===== config.mk =====
export PLATFORM = sky130hd
export DESIGN_NAME = oifs_rx_interface
export DESIGN_NICKNAME = d
export VERILOG_FILES = /design/src/rtl/oifs_rx_interface.sv
export SDC_FILE = /design/constraint.sdc
export NUM_CORES = 1
export LEC_CHECK = 0
export BUFFER_PORTS_ARGS = -buffer_cell sky130_fd_sc_hd__buf_4
export CAP_MARGIN = 20
export CORE_MARGIN = 4
export CORE_UTILIZATION = 48
export DETAILED_ROUTE_END_ITERATION = 10
export GPL_TIMING_DRIVEN = 0
export PLACE_DENSITY_LB_ADDON = 0.15
export SLEW_MARGIN = 10
export SYNTH_ARGS = -nofsm -noshare
export SYNTH_HDL_FRONTEND = slang
export SYNTH_SLANG_ARGS = --single-unit

===== constraint.sdc =====
create_clock -name i_clk -period 1.2 [get_ports i_clk]
set_input_delay 0.12 -clock i_clk [delete_from_list [all_inputs] [get_ports i_clk]]
set_output_delay 0.12 -clock i_clk [all_outputs]
set_load 0.1 [all_outputs]

===== src/rtl/oifs_rx_interface.sv =====
`default_nettype none
// ============================================================================
// Module      : oifs_rx_interface
// Description : FT2232H OIFS receive side. Deserialises FSDO frames into
//               DATA_W-bit words plus a source-channel bit on valid/ready,
//               requesting FSCLK suspension (o_hold) under back-pressure.
// Option      : define OIFS_RX_OVERRUN_EN to build the sticky overrun flag.
// Revision    : 1.0 - initial release
// ============================================================================
module oifs_rx_interface #(
    parameter int DATA_W = 8
) (
    input  logic              i_clk,
    input  logic              i_srst_n,
    input  logic              i_tick,
    input  logic              i_fsdo,
    output logic              o_hold,
    output logic              o_valid,
    output logic [DATA_W-1:0] o_data,
    output logic              o_channel,
    input  logic              i_ready,
    output logic              o_overrun
);

    localparam int               CNT_W    = (DATA_W > 1) ? $clog2(DATA_W) : 1;
    localparam logic [CNT_W-1:0] LAST_BIT = CNT_W'(DATA_W - 1);

    typedef enum logic [1:0] {
        IDLE  = 2'd0,
        SHIFT = 2'd1,
        SRC   = 2'd2,
        STALL = 2'd3
    } state_t;

    state_t            state;
    state_t            next_state;
    logic [CNT_W-1:0]  bit_cnt;
    logic [DATA_W-1:0] shift_reg;
    logic [DATA_W-1:0] shift_next;
    logic              src_bit;
    logic              free;
    logic              load;
    logic              load_channel;

    // A word being drained this cycle frees the holding register for a load.
    assign free = !o_valid || i_ready;

    generate
        if (DATA_W == 1) begin : g_shift_single
            assign shift_next = i_fsdo;
        end else begin : g_shift_multi
            assign shift_next = {i_fsdo, shift_reg[DATA_W-1:1]};
        end
    endgenerate

    always_comb begin
        next_state   = state;
        load         = 1'b0;
        load_channel = src_bit;
        case (state)
            IDLE: begin
                if (i_tick && !i_fsdo) begin
                    next_state = SHIFT;
                end
            end
            SHIFT: begin
                if (i_tick && (bit_cnt == LAST_BIT)) begin
                    next_state = SRC;
                end
            end
            SRC: begin
                if (i_tick) begin
                    load_channel = i_fsdo;
                    if (free) begin
                        load       = 1'b1;
                        next_state = IDLE;
                    end else begin
                        next_state = STALL;
                    end
                end
            end
            STALL: begin
                // Ticks here are a protocol violation and are ignored.
                if (free) begin
                    load       = 1'b1;
                    next_state = IDLE;
                end
            end
            default: next_state = IDLE;
        endcase
    end

    always_ff @(posedge i_clk) begin
        if (!i_srst_n) begin
            state <= IDLE;
        end else begin
            state <= next_state;
        end
    end

    always_ff @(posedge i_clk) begin
        if (!i_srst_n) begin
            bit_cnt   <= '0;
            shift_reg <= '0;
            src_bit   <= 1'b0;
            o_valid   <= 1'b0;
            o_data    <= '0;
            o_channel <= 1'b0;
            o_hold    <= 1'b0;
        end else begin
            if (state == IDLE) begin
                bit_cnt <= '0;
            end else if (state == SHIFT && i_tick && bit_cnt != LAST_BIT) begin
                bit_cnt <= bit_cnt + 1'b1;
            end

            if (state == SHIFT && i_tick) begin
                shift_reg <= shift_next;
            end

            if (state == SRC && i_tick) begin
                src_bit <= i_fsdo;
            end

            if (load) begin
                o_data    <= shift_reg;
                o_channel <= load_channel;
                o_valid   <= 1'b1;
            end else if (o_valid && i_ready) begin
                o_valid <= 1'b0;
            end

            o_hold <= (next_state == STALL);
        end
    end

`ifdef OIFS_RX_OVERRUN_EN
    always_ff @(posedge i_clk) begin
        if (!i_srst_n) begin
            o_overrun <= 1'b0;
        end else if (state == STALL && i_tick) begin
            o_overrun <= 1'b1;
        end
    end
`else
    assign o_overrun = 1'b0;
`endif

endmodule
`default_nettype wire

==> results of run 1 <==
[cell type report]
class | instances | share of cell area, %
timing repair buffer | 18 | 10.42
tap | 27 | 2.535
sequential | 25 | 38.97
inverter | 1 | 0.2817
clock inverter | 1 | 0.3756
buffer | 7 | 3.380
clock buffer | 3 | 1.690
multi-input combinational | 78 | 42.35
[Yosys cell counts, types with 3 or more instances]
cell type and count:
nor2b_1 10, nand2_1 21, mux2i_1 17, clkbuf_1 3, nor2_1 4, dfxtp_1 25
o21ai_0 6, a21oi_1 3
[power by group through the flow]
| stage | clock (mW) | combinational, mW | sequential, mW |
|---|---|---|---|
| floorplan | 0 | 0.0784 | 0.852 |
| global placement | 0 | 0.102 | 0.852 |
| detailed placement | 0 | 0.104 | 0.853 |
| CTS | 0.384 | 0.107 | 0.834 |
| global route | 0.417 | 0.121 | 0.835 |
| finish | 0.363 | 0.112 | 0.834 |
[worst paths after layout]
path                                              start                       to  slack, ns  depth (start not counted)
worst min register to register   o_data[3]$_SDFFE_PN0P_   o_data[3]$_SDFFE_PN0P_       0.47                          2
worst max-delay path            bit_cnt[0]$_SDFFE_PP0P_  bit_cnt[0]$_SDFFE_PP0P_      -0.09                          5
worst min-delay path                             i_fsdo     src_bit$_SDFFE_PN0P_       0.07                          3
worst max register to register  bit_cnt[0]$_SDFFE_PP0P_  bit_cnt[0]$_SDFFE_PP0P_      -0.09                          5
[per-stage QoR]
step                setup WS (ns)  cells  power, mW  area (um^2)
global route              -0.1393    160      1.373         1333
CTS                      -0.09987    160      1.326         1319
finish                   -0.09354    160      1.309         1333
global placement         -0.06572    152     0.9548         1252
floorplan                -0.03639    111     0.9304         1114
detailed placement        -0.1045    152     0.9568         1252
[placed cells by master, fill, tap and decap left out]
master / Yosys / layout
mux2i_1: 17 / 17
buf_6: 1 / 2
and2b_1: 1 / 1
nand4_1: 2 / 2
xnor2_2: 0 / 1
and4bb_2: 1 / 1
dfxtp_4: 0 / 1
ha_4: 0 / 2
nand2b_1: 1 / 1
buf_4: 2 / 20
a21oi_1: 3 / 3
clkbuf_4: 0 / 3
nor2b_4: 0 / 1
dfxtp_2: 0 / 12
dfxtp_1: 25 / 12
nor2_4: 1 / 1
clkbuf_1: 3 / 3
inv_1: 1 / 1
conb_1: 1 / 1
o21ai_0: 6 / 5
clkinv_2: 0 / 1
nor2b_1: 10 / 9
nand3b_1: 2 / 2
o21ai_4: 0 / 1
nor2_1: 4 / 4
o221a_2: 1 / 1
a21boi_0: 2 / 2
nand2_1: 21 / 21
a22oi_1: 1 / 1
o21ai_1: 0 / 1
[worst min-delay path, cell delays in order]
cell and delay, ns:
buf_4 0.09, mux2i_1 0.05, nor2b_1 0.09
[repair_timing]
item,CTS,global route
pin swaps,6,2
hold endpoints to repair,0,0
setup buffers,4,0
gates resized for setup,2,5
gates cloned,0,0
setup endpoints to repair,13,13
[kinds of logic (layout without fill, tap and decap cells)]
kind of cell / Yosys count / after routing / share of synthesized area (%)
flip-flops: 25 / 25 / 47.06
buffers and inverters: 8 / 30 / 4.352
adder cells (fa/ha/maj): 2 / 2 / 2.353
other: 1 / 1 / 0.3526
multiplexers: 17 / 17 / 16.00
AO/OA/AOI/OAI: 14 / 14 / 8.235
XOR/XNOR: 1 / 1 / 0.8237
AND/OR/NAND/NOR: 43 / 43 / 20.82
[layer usage]
layer / global-route usage (%) / routed length, um / part of all wire (%)
met3: 5.630 / 100 / 4.9
met4: 4.858 / 11 / 0.54
met2: 25.59 / 984 / 48
met1: 20.53 / 954 / 47
met5: 0 / 0 / 0
==> flow_metrics.py, run 1 <==
metrics = {
    "status": {
        "outcome": "finished with violations",
        "violations": "negative setup slack",
    },
    "worst_setup_path": {
        "worstPathRequired_ns": 1.40,
        "crit_path_cell_trace": "ha_4 > ha_4 > and4bb_2 > xnor2_2 > nor2_1",
        "crit_family": "simple AND/OR/NAND/NOR gates",
        "cp_data_arrival_time_ns": 1.50,
        "max_stage_delay_ns": 0.36,
        "crit_fanout": 3,
        "path_class": "reg -> reg",
        "start_kind": "flop",
        "crit_buf_inv": 0,
        "cp-end-kind": "flop",
        "slowest_stage": "dfxtp_2",
        "critPathMostFrequentCell": "ha_4",
    },
    "synthesis": {
        "ys_warn_count": 0,
        "netlist_top_cells_area": "dfxtp_1 (47%), mux2i_1 (16%), nand2_1 (7.4%)",
        "yosys_register_bits": 25,
        "synth-main-ff-cell": "dfxtp_1",
        "synth.distinct_cells": 25,
        "netlist.area_leader.share_pct": 47.06,
        "syn_inst": 111,
        "syn_area_per_cell_um2": 9.581,
        "netlist_area_um2": 1064,
        "synth_nets": 118,
        "ys_seq_area_share_pct": 47.06,
        "ys_async_sr_fraction_pct": 0,
        "synth_largest_area_cell": "dfxtp_1",
        "synth_edf_count": 0,
    },
    "timing": {
        "hold_violations": 0,
        "hold_ws_ns": 0.07473,
        "rsz0062_at_grt": "yes",
        "finalCritPeriodShare_pct": 107.8,
        "slew_violations": 0,
        "setup_tns_ns": -0.1665,
        "worst_slack_ns": -0.09354,
        "fin_crit_ns": 1.294,
        "maxClockFrequency_mhz": 773.1,
        "setup_viol": 3,
        "fin_worst_skew_ns": 0.005915,
    },
    "pwr": {
        "swShare_pct": 23.63,
        "internal-power_mw": 0.9999,
        "p_leak_nw": 0.5280,
        "switching_power_mw": 0.3094,
        "clock_power_share_pct": 27.7,
        "p_per_area_nw_per_um2": 982.6,
        "sequentialPowerShare_pct": 63.7,
        "ir_drop_mv": 1.031,
        "comb_power_share_pct": 8.6,
    },
    "detailed_routing": {
        "drc_errors": 0,
        "drtPass1Iterations": 3,
        "wl_um": 2050,
        "drt_iter0_markers": 12,
        "viasPerCell": 4.981,
        "antenna_left": 0,
        "avgRoutedWirePerCell_um": 12.81,
        "vias": 797,
    },
    "cts": {
        "clk_transition_reported_paths_ns": 0.13,
        "cts_tree": "built",
        "cts_buffers": 3,
        "root_buffer": "clkbuf_4",
        "clock-sinks": 25,
        "ctsHoldBuffers": 0,
        "clock_latency_ns": 0.31,
        "clk_path_buf_depth": 2,
        "htreeDepth": 1,
    },
    "placement": {
        "portBuffers": 14,
        "dp_hpwl_um": 1421,
        "gp_congestion": 0.8611,
    },
    "grt": {
        "antenna_found_initial": 0,
        "grt_pass1_wl_um": 3422,
        "grt_overflow_total": 0,
        "grt_usage_pct": 16.13,
        "grt_max_degree": 15,
        "grt_pass1_vias": 777,
    },
    "floorplanning": {
        "die_area_um2": 3033,
        "start_util_pct": 52.08,
        "io_pins": 17,
        "rows": 16,
        "die_y_um": 55.07,
        "die_width_um": 55.07,
        "core-area_um2": 2042,
    },
    "hold_path": {
        "hp-class": "in -> reg",
    },
    "final_layout": {
        "multiInputGateArea_um2": 564.3,
        "num-nets-final": 141,
        "areaGrowthSynthToFinish_pct": 25.29,
        "fin_util_pct": 65.26,
        "num_antenna_cells": 0,
        "seqCellArea_um2": 519.2,
        "drive_above_1_share_pct": 35.34,
        "fillers": 181,
    },
    "flow_run": {
        "drv_cap": 0,
    },
}
(Power assumes the default switching activity.)
==> run 2, diff against run 1 <==
--- a/config.mk
+++ b/config.mk
@@ -12,6 +12,7 @@
 export DETAILED_ROUTE_END_ITERATION = 10
 export GPL_TIMING_DRIVEN = 0
 export PLACE_DENSITY_LB_ADDON = 0.15
+export SKIP_CTS_REPAIR_TIMING = 1
 export SLEW_MARGIN = 10
 export SYNTH_ARGS = -nofsm -noshare
 export SYNTH_HDL_FRONTEND = slang
==> run 2 against run 1 <==
Effect of this change:
- the run still ends with negative setup slack left
- final cell count fell by 0.63%
- hold slack got worse by 0.00073 ns
- power barely moved
- wire length fell by 0.73%
- flip-flop and latch count did not move
- first-iteration DRC count rose by 100%
- critical endpoint unchanged
- largest power group unchanged
==> flow_metrics.py, run 2 (same netlist as run 1, synthesis figures left out) <==
metrics = {
    "timing": {
        "rsz0062_at_grt": "yes",
        "hold_violations": 0,
        "maxClockFrequency_mhz": 758.5,
        "finalCritPeriodShare_pct": 109.9,
        "fin_crit_ns": 1.318,
        "worst_slack_ns": -0.1185,
        "setup_viol": 3,
        "hold_ws_ns": 0.07400,
        "slew_violations": 0,
        "fin_worst_skew_ns": 0.005967,
    },
    "grt": {
        "grt_usage_pct": 15.29,
        "grt_max_degree": 15,
        "grt_pass1_vias": 733,
        "grt_overflow_total": 0,
        "grt_pass1_wl_um": 3236,
        "antenna_found_initial": 0,
    },
    "cts": {
        "clk_transition_reported_paths_ns": 0.13,
        "root_buffer": "clkbuf_4",
        "clock-sinks": 25,
        "cts_buffers": 3,
        "htreeDepth": 1,
        "clk_path_buf_depth": 2,
        "clock_latency_ns": 0.31,
        "cts_tree": "built",
    },
    "pwr": {
        "ir_drop_mv": 1.036,
        "comb_power_share_pct": 8.5,
        "internal-power_mw": 0.9979,
        "p_per_area_nw_per_um2": 979.1,
        "clock_power_share_pct": 27.9,
        "swShare_pct": 23.73,
        "sequentialPowerShare_pct": 63.6,
        "p_leak_nw": 0.5248,
        "switching_power_mw": 0.3105,
        "power_mw": 1.308,
    },
    "floorplanning": {
        "die_y_um": 55.07,
        "die_width_um": 55.07,
        "io_pins": 17,
        "rows": 16,
        "start_util_pct": 52.08,
        "core-area_um2": 2042,
        "die_area_um2": 3033,
    },
    "detailed_routing": {
        "antenna_left": 0,
        "drt_iter0_markers": 24,
        "wl_um": 2035,
        "viasPerCell": 4.994,
        "drc_errors": 0,
        "avgRoutedWirePerCell_um": 12.80,
        "drtPass1Iterations": 4,
        "vias": 794,
    },
    "worst_setup_path": {
        "regToRegSetupSlack_ns": -0.12,
        "crit_path_cell_trace": "ha_4 > ha_4 > and4bb_2 > xnor2_2 > nor2_1",
        "start_kind": "flop",
        "path_class": "reg -> reg",
        "reg2reg_depth": 5,
        "crit_fanout": 3,
        "r2r_start": "bit_cnt[0]$_SDFFE_PP0P_",
        "critPathMostFrequentCell": "ha_4",
        "slowest_stage": "dfxtp_4",
        "timing.rr.end": "bit_cnt[0]$_SDFFE_PP0P_",
        "cp_data_arrival_time_ns": 1.52,
        "max_stage_delay_ns": 0.38,
        "worstPathRequired_ns": 1.41,
        "cp-end-kind": "flop",
    },
    "final_layout": {
        "multiInputGateArea_um2": 564.3,
        "fin_util_pct": 65.44,
        "seqCellArea_um2": 521.8,
        "num_antenna_cells": 0,
        "stdcell_count": 159,
        "areaGrowthSynthToFinish_pct": 25.65,
        "layout_common_cells": "nand2_1 (21), buf_4 (19), mux2i_1 (17)",
        "final_common_cell": "nand2_1",
        "drive_above_1_share_pct": 34.85,
        "fillers": 177,
        "num-nets-final": 140,
    },
    "flow_run": {
        "drv_cap": 0,
    },
    "hold_path": {
        "min_to": "src_bit$_SDFFE_PN0P_",
        "hp-class": "in -> reg",
        "whs_path_depth": 3,
        "hp-start": "i_fsdo",
    },
    "placement": {
        "portBuffers": 14,
        "placedCellCount": 152,
        "place_ws_ns": -0.1045,
        "gp_congestion": 0.8611,
        "dp_hpwl_um": 1421,
    },
    "status": {
        "violations": "negative setup slack",
        "outcome": "finished with violations",
    },
}
[run 2: stage by stage]
stage | setup TNS, ns | area, um^2
2_1_floorplan | -0.05464 | 1114
3_5_place_dp | -0.6649 | 1252
6_report | -0.2605 | 1336
5_1_grt | -0.4107 | 1336
4_1_cts | -1.000 | 1280
3_3_place_gp | -0.1858 | 1252
[run 2: worst max-delay path: cells and delay by family, from the launching register on]
| kind | cells | cell delay, ns |
|---|---|---|
| xor+xnor | 1 | 0.12 |
| simple gates | 2 | 0.40 |
| fa+ha+maj | 2 | 0.31 |
| flops | 1 | 0.38 |
[run 2: power groups by stage]
stage / sequential [mW] / combinational, mW / clock (mW)
5_1_grt: 0.833 / 0.121 / 0.415
2_1_floorplan: 0.852 / 0.0784 / 0
3_5_place_dp: 0.853 / 0.104 / 0
6_report: 0.832 / 0.111 / 0.366
4_1_cts: 0.834 / 0.105 / 0.384
3_3_place_gp: 0.852 / 0.102 / 0
[run 2: metal layers]
layer	track usage, %	up-vias	share of wire [%]
met2	23.62	17	51
met1	19.84	360	43
li1	-	415	-
met3	5.630	2	4.7
met4	4.453	0	0.54
met5	0	-	0
[run 2: final cells by class]
class                   instances  share of cell area [%]
clock buffers                   3                   1.685
plain buffers                   7                   3.371
inverters                       1                  0.2809
clock inverters                 1                  0.3745
repair buffers                 17                   10.49
multi-input cells              78                   42.23
flip-flops and latches         25                   39.04
well taps                      27                   2.528
[run 2: worst max-delay path by stage]
stage,to,depth (start not counted),start
2_1_floorplan,o_channel$_SDFFE_PN0P_,3,o_valid$_SDFFE_PN0P_
3_3_place_gp,bit_cnt[0]$_SDFFE_PP0P_,5,bit_cnt[0]$_SDFFE_PP0P_
3_5_place_dp,bit_cnt[0]$_SDFFE_PP0P_,5,bit_cnt[0]$_SDFFE_PP0P_
4_1_cts,bit_cnt[0]$_SDFFE_PP0P_,5,bit_cnt[0]$_SDFFE_PP0P_
5_1_grt,bit_cnt[0]$_SDFFE_PP0P_,5,bit_cnt[0]$_SDFFE_PP0P_
6_report,bit_cnt[0]$_SDFFE_PP0P_,5,bit_cnt[0]$_SDFFE_PP0P_
==> run 3, diff against run 2 <==
--- a/config.mk
+++ b/config.mk
@@ -5,10 +5,11 @@
 export SDC_FILE = /design/constraint.sdc
 export NUM_CORES = 1
 export LEC_CHECK = 0
+export ABC_AREA = 1
 export BUFFER_PORTS_ARGS = -buffer_cell sky130_fd_sc_hd__buf_4
 export CAP_MARGIN = 20
 export CORE_MARGIN = 4
-export CORE_UTILIZATION = 48
+export CORE_UTILIZATION = 49
 export DETAILED_ROUTE_END_ITERATION = 10
 export GPL_TIMING_DRIVEN = 0
 export PLACE_DENSITY_LB_ADDON = 0.15
==> run 3 against run 2 <==
Effect of this change:
- the run now ends clean
- hold slack got worse by 0.0077 ns
- maximum frequency rose by 18%
- sequential power rose by 3.1%
- count of clock-buffer cells in the layout did not move
- final area rose by 0.75%
- clock skew fell by 0.00065 ns
- combinational power barely moved
- utilization fell by 4.0 points
- first-iteration DRC count fell by 25%
- critical path type unchanged
- largest cell class unchanged
- largest power group unchanged
==> flow_metrics.py, run 3 <==
metrics = {
    "status": {
        "outcome": "completed",
    },
    "pwr": {
        "sequentialPowerShare_pct": 63.6,
        "comb_power_share_pct": 8.3,
        "clock_power_share_pct": 28.1,
        "p_leak_nw": 0.6501,
        "switching_power_mw": 0.3449,
        "internal-power_mw": 1.004,
        "ir_drop_mv": 0.5880,
        "swShare_pct": 25.56,
        "p_per_area_nw_per_um2": 1002,
    },
    "grt": {
        "grt_pass1_wl_um": 3394,
        "antenna_found_initial": 0,
        "grt_overflow_total": 0,
        "grt_max_degree": 15,
        "grt_usage_pct": 13.51,
        "grt_pass1_vias": 765,
    },
    "final_layout": {
        "num-nets-final": 179,
        "layout_common_cells": "nand2_1 (30), nor2_1 (29), inv_1 (16)",
        "drive_above_1_share_pct": 34.50,
        "stdcell_count": 199,
        "areaGrowthSynthToFinish_pct": 19.56,
        "final_common_cell": "nand2_1",
        "final_area_um2": 1346,
        "fin_util_pct": 61.45,
        "num_antenna_cells": 0,
    },
    "timing": {
        "hold_ws_ns": 0.06625,
        "maxClockFrequency_mhz": 891.2,
        "fin_worst_skew_ns": 0.005322,
        "setup_tns_ns": 0,
        "finalCritPeriodShare_pct": 93.50,
        "hold_violations": 0,
        "fin_crit_ns": 1.122,
        "setup_viol": 0,
        "slew_violations": 0,
    },
    "worst_setup_path": {
        "crit_buf_inv": 2,
        "path_class": "reg -> reg",
        "cp-startpoint": "state[1]$_SDFF_PN0_",
        "cp-end-kind": "flop",
        "regToRegSetupSlack_ns": 0.08,
        "crit_fanout": 7,
        "r2r_start": "state[1]$_SDFF_PN0_",
        "crit_end": "shift_reg[2]$_SDFFE_PN0P_",
        "worstPathRequired_ns": 1.46,
        "slowest_stage": "dfxtp_1",
        "timing.rr.end": "shift_reg[2]$_SDFFE_PN0P_",
        "crit_family": "simple AND/OR/NAND/NOR gates",
        "reg2reg_depth": 6,
        "cp_data_arrival_time_ns": 1.38,
        "start_kind": "flop",
        "max_stage_delay_ns": 0.33,
        "crit_path_cell_trace": "buf_6 > inv_1 > nand2_2 > nor2_2 > o21ai_0 > nor2_1",
        "path_depth": 6,
    },
    "synthesis": {
        "synth.distinct_cells": 22,
        "synth_most_common_cell": "nand2_1",
        "syn_inst": 152,
        "synth_largest_area_cell": "dfxtp_1",
        "netlist.area_leader.share_pct": 44.44,
        "synth-main-ff-cell": "dfxtp_1",
        "yosys_register_bits": 25,
        "synthTopCellsByCount": "nand2_1 (33), nor2_1 (29), dfxtp_1 (25)",
        "ys_async_sr_fraction_pct": 0,
        "syn_area_per_cell_um2": 7.408,
        "synth_nets": 159,
        "synth_edf_count": 0,
        "ys_seq_area_share_pct": 44.44,
        "ys_warn_count": 0,
        "netlist_top_cells_area": "dfxtp_1 (44%), nand2_1 (11%), nor2_1 (9.7%)",
        "netlist_area_um2": 1126,
    },
    "floorplanning": {
        "die_width_um": 55.94,
        "die_y_um": 55.94,
        "core-area_um2": 2191,
        "io_pins": 17,
        "die_area_um2": 3129,
        "rows": 17,
        "start_util_pct": 51.40,
    },
    "placement": {
        "place_area_um2": 1272,
        "placedCellCount": 193,
        "dp_hpwl_um": 1398,
        "gp_congestion": 0.7652,
        "portBuffers": 13,
    },
    "cts": {
        "clk_path_buf_depth": 2,
        "htreeDepth": 1,
        "clock-sinks": 25,
        "cts_tree": "built",
        "clock_latency_ns": 0.32,
        "clk_transition_reported_paths_ns": 0.13,
        "cts_buffers": 3,
        "root_buffer": "clkbuf_4",
    },
    "detailed_routing": {
        "drtPass1Iterations": 4,
        "avgRoutedWirePerCell_um": 10.22,
        "wl_um": 2033,
        "drc_errors": 0,
        "drt_iter0_markers": 18,
        "antenna_left": 0,
        "vias": 920,
        "viasPerCell": 4.623,
    },
    "hold_path": {
        "hp-class": "in -> reg",
    },
    "flow_run": {
        "drv_cap": 0,
    },
}
[run 3: power groups by stage]
stage	combinational [mW]	sequential, mW	clock, mW
floorplan	0.0850	0.873	0
global placement	0.103	0.875	0
detailed placement	0.105	0.875	0
CTS	0.106	0.857	0.400
global route	0.126	0.860	0.433
finish	0.113	0.858	0.379
[run 3: kinds of logic after synthesis]
family | after synthesis | share of synthesized area [%]
DFF | 25 | 44.44
and+or+nand+nor | 83 | 34.11
adders and majority gates | 2 | 2.222
other | 1 | 0.3330
AOI/OAI and AO/OA | 15 | 7.000
buffers and inverters | 26 | 11.89
[run 3: worst min path at each step]
stage / start / to / slack, ns / cells past startpoint
floorplan: i_fsdo / shift_reg[7]$_SDFFE_PN0P_ / 0.27 / 2
global placement: i_fsdo / shift_reg[7]$_SDFFE_PN0P_ / 0.41 / 3
detailed placement: i_fsdo / shift_reg[7]$_SDFFE_PN0P_ / 0.41 / 3
CTS: i_fsdo / shift_reg[7]$_SDFFE_PN0P_ / 0.05 / 3
global route: i_fsdo / shift_reg[7]$_SDFFE_PN0P_ / 0.07 / 3
finish: i_fsdo / shift_reg[7]$_SDFFE_PN0P_ / 0.07 / 3
[run 3: worst register-to-register path, delay by kind of cell, from the launching register on]
kind / cells / cell delay, ns
buf+inv: 2 / 0.23
compound gates: 1 / 0.10
simple gates: 3 / 0.41
flops: 1 / 0.33
[run 3: through the flow]
step,total power [mW],setup WS [ns]
4_1_cts,1.363,-0.07140
3_3_place_gp,0.9784,0.009358
6_report,1.349,0.07798
3_5_place_dp,0.9810,-0.03544
2_1_floorplan,0.9579,-0.06918
5_1_grt,1.419,-0.003721
[run 3: final cells by class]
class,instances,area [um^2]
fill,198,844.6
multi-input combinational,102,525.5
sequential,25,516.7
timing repair buffer,14,105.1
inverter,20,82.58
buffer,6,53.80
tap,28,35.03
clock buffer,3,22.52
clock inverter,1,5.005
[run 3: layer usage]
metal | GRT usage (%) | share of wire [%] | vias to the layer above
met5 | 0 | 0 | -
met4 | 6.102 | 2.0 | 0
met3 | 2.088 | 3.9 | 5
met2 | 20.10 | 45 | 16
met1 | 19.17 | 49 | 399
li1 | - | - | 500
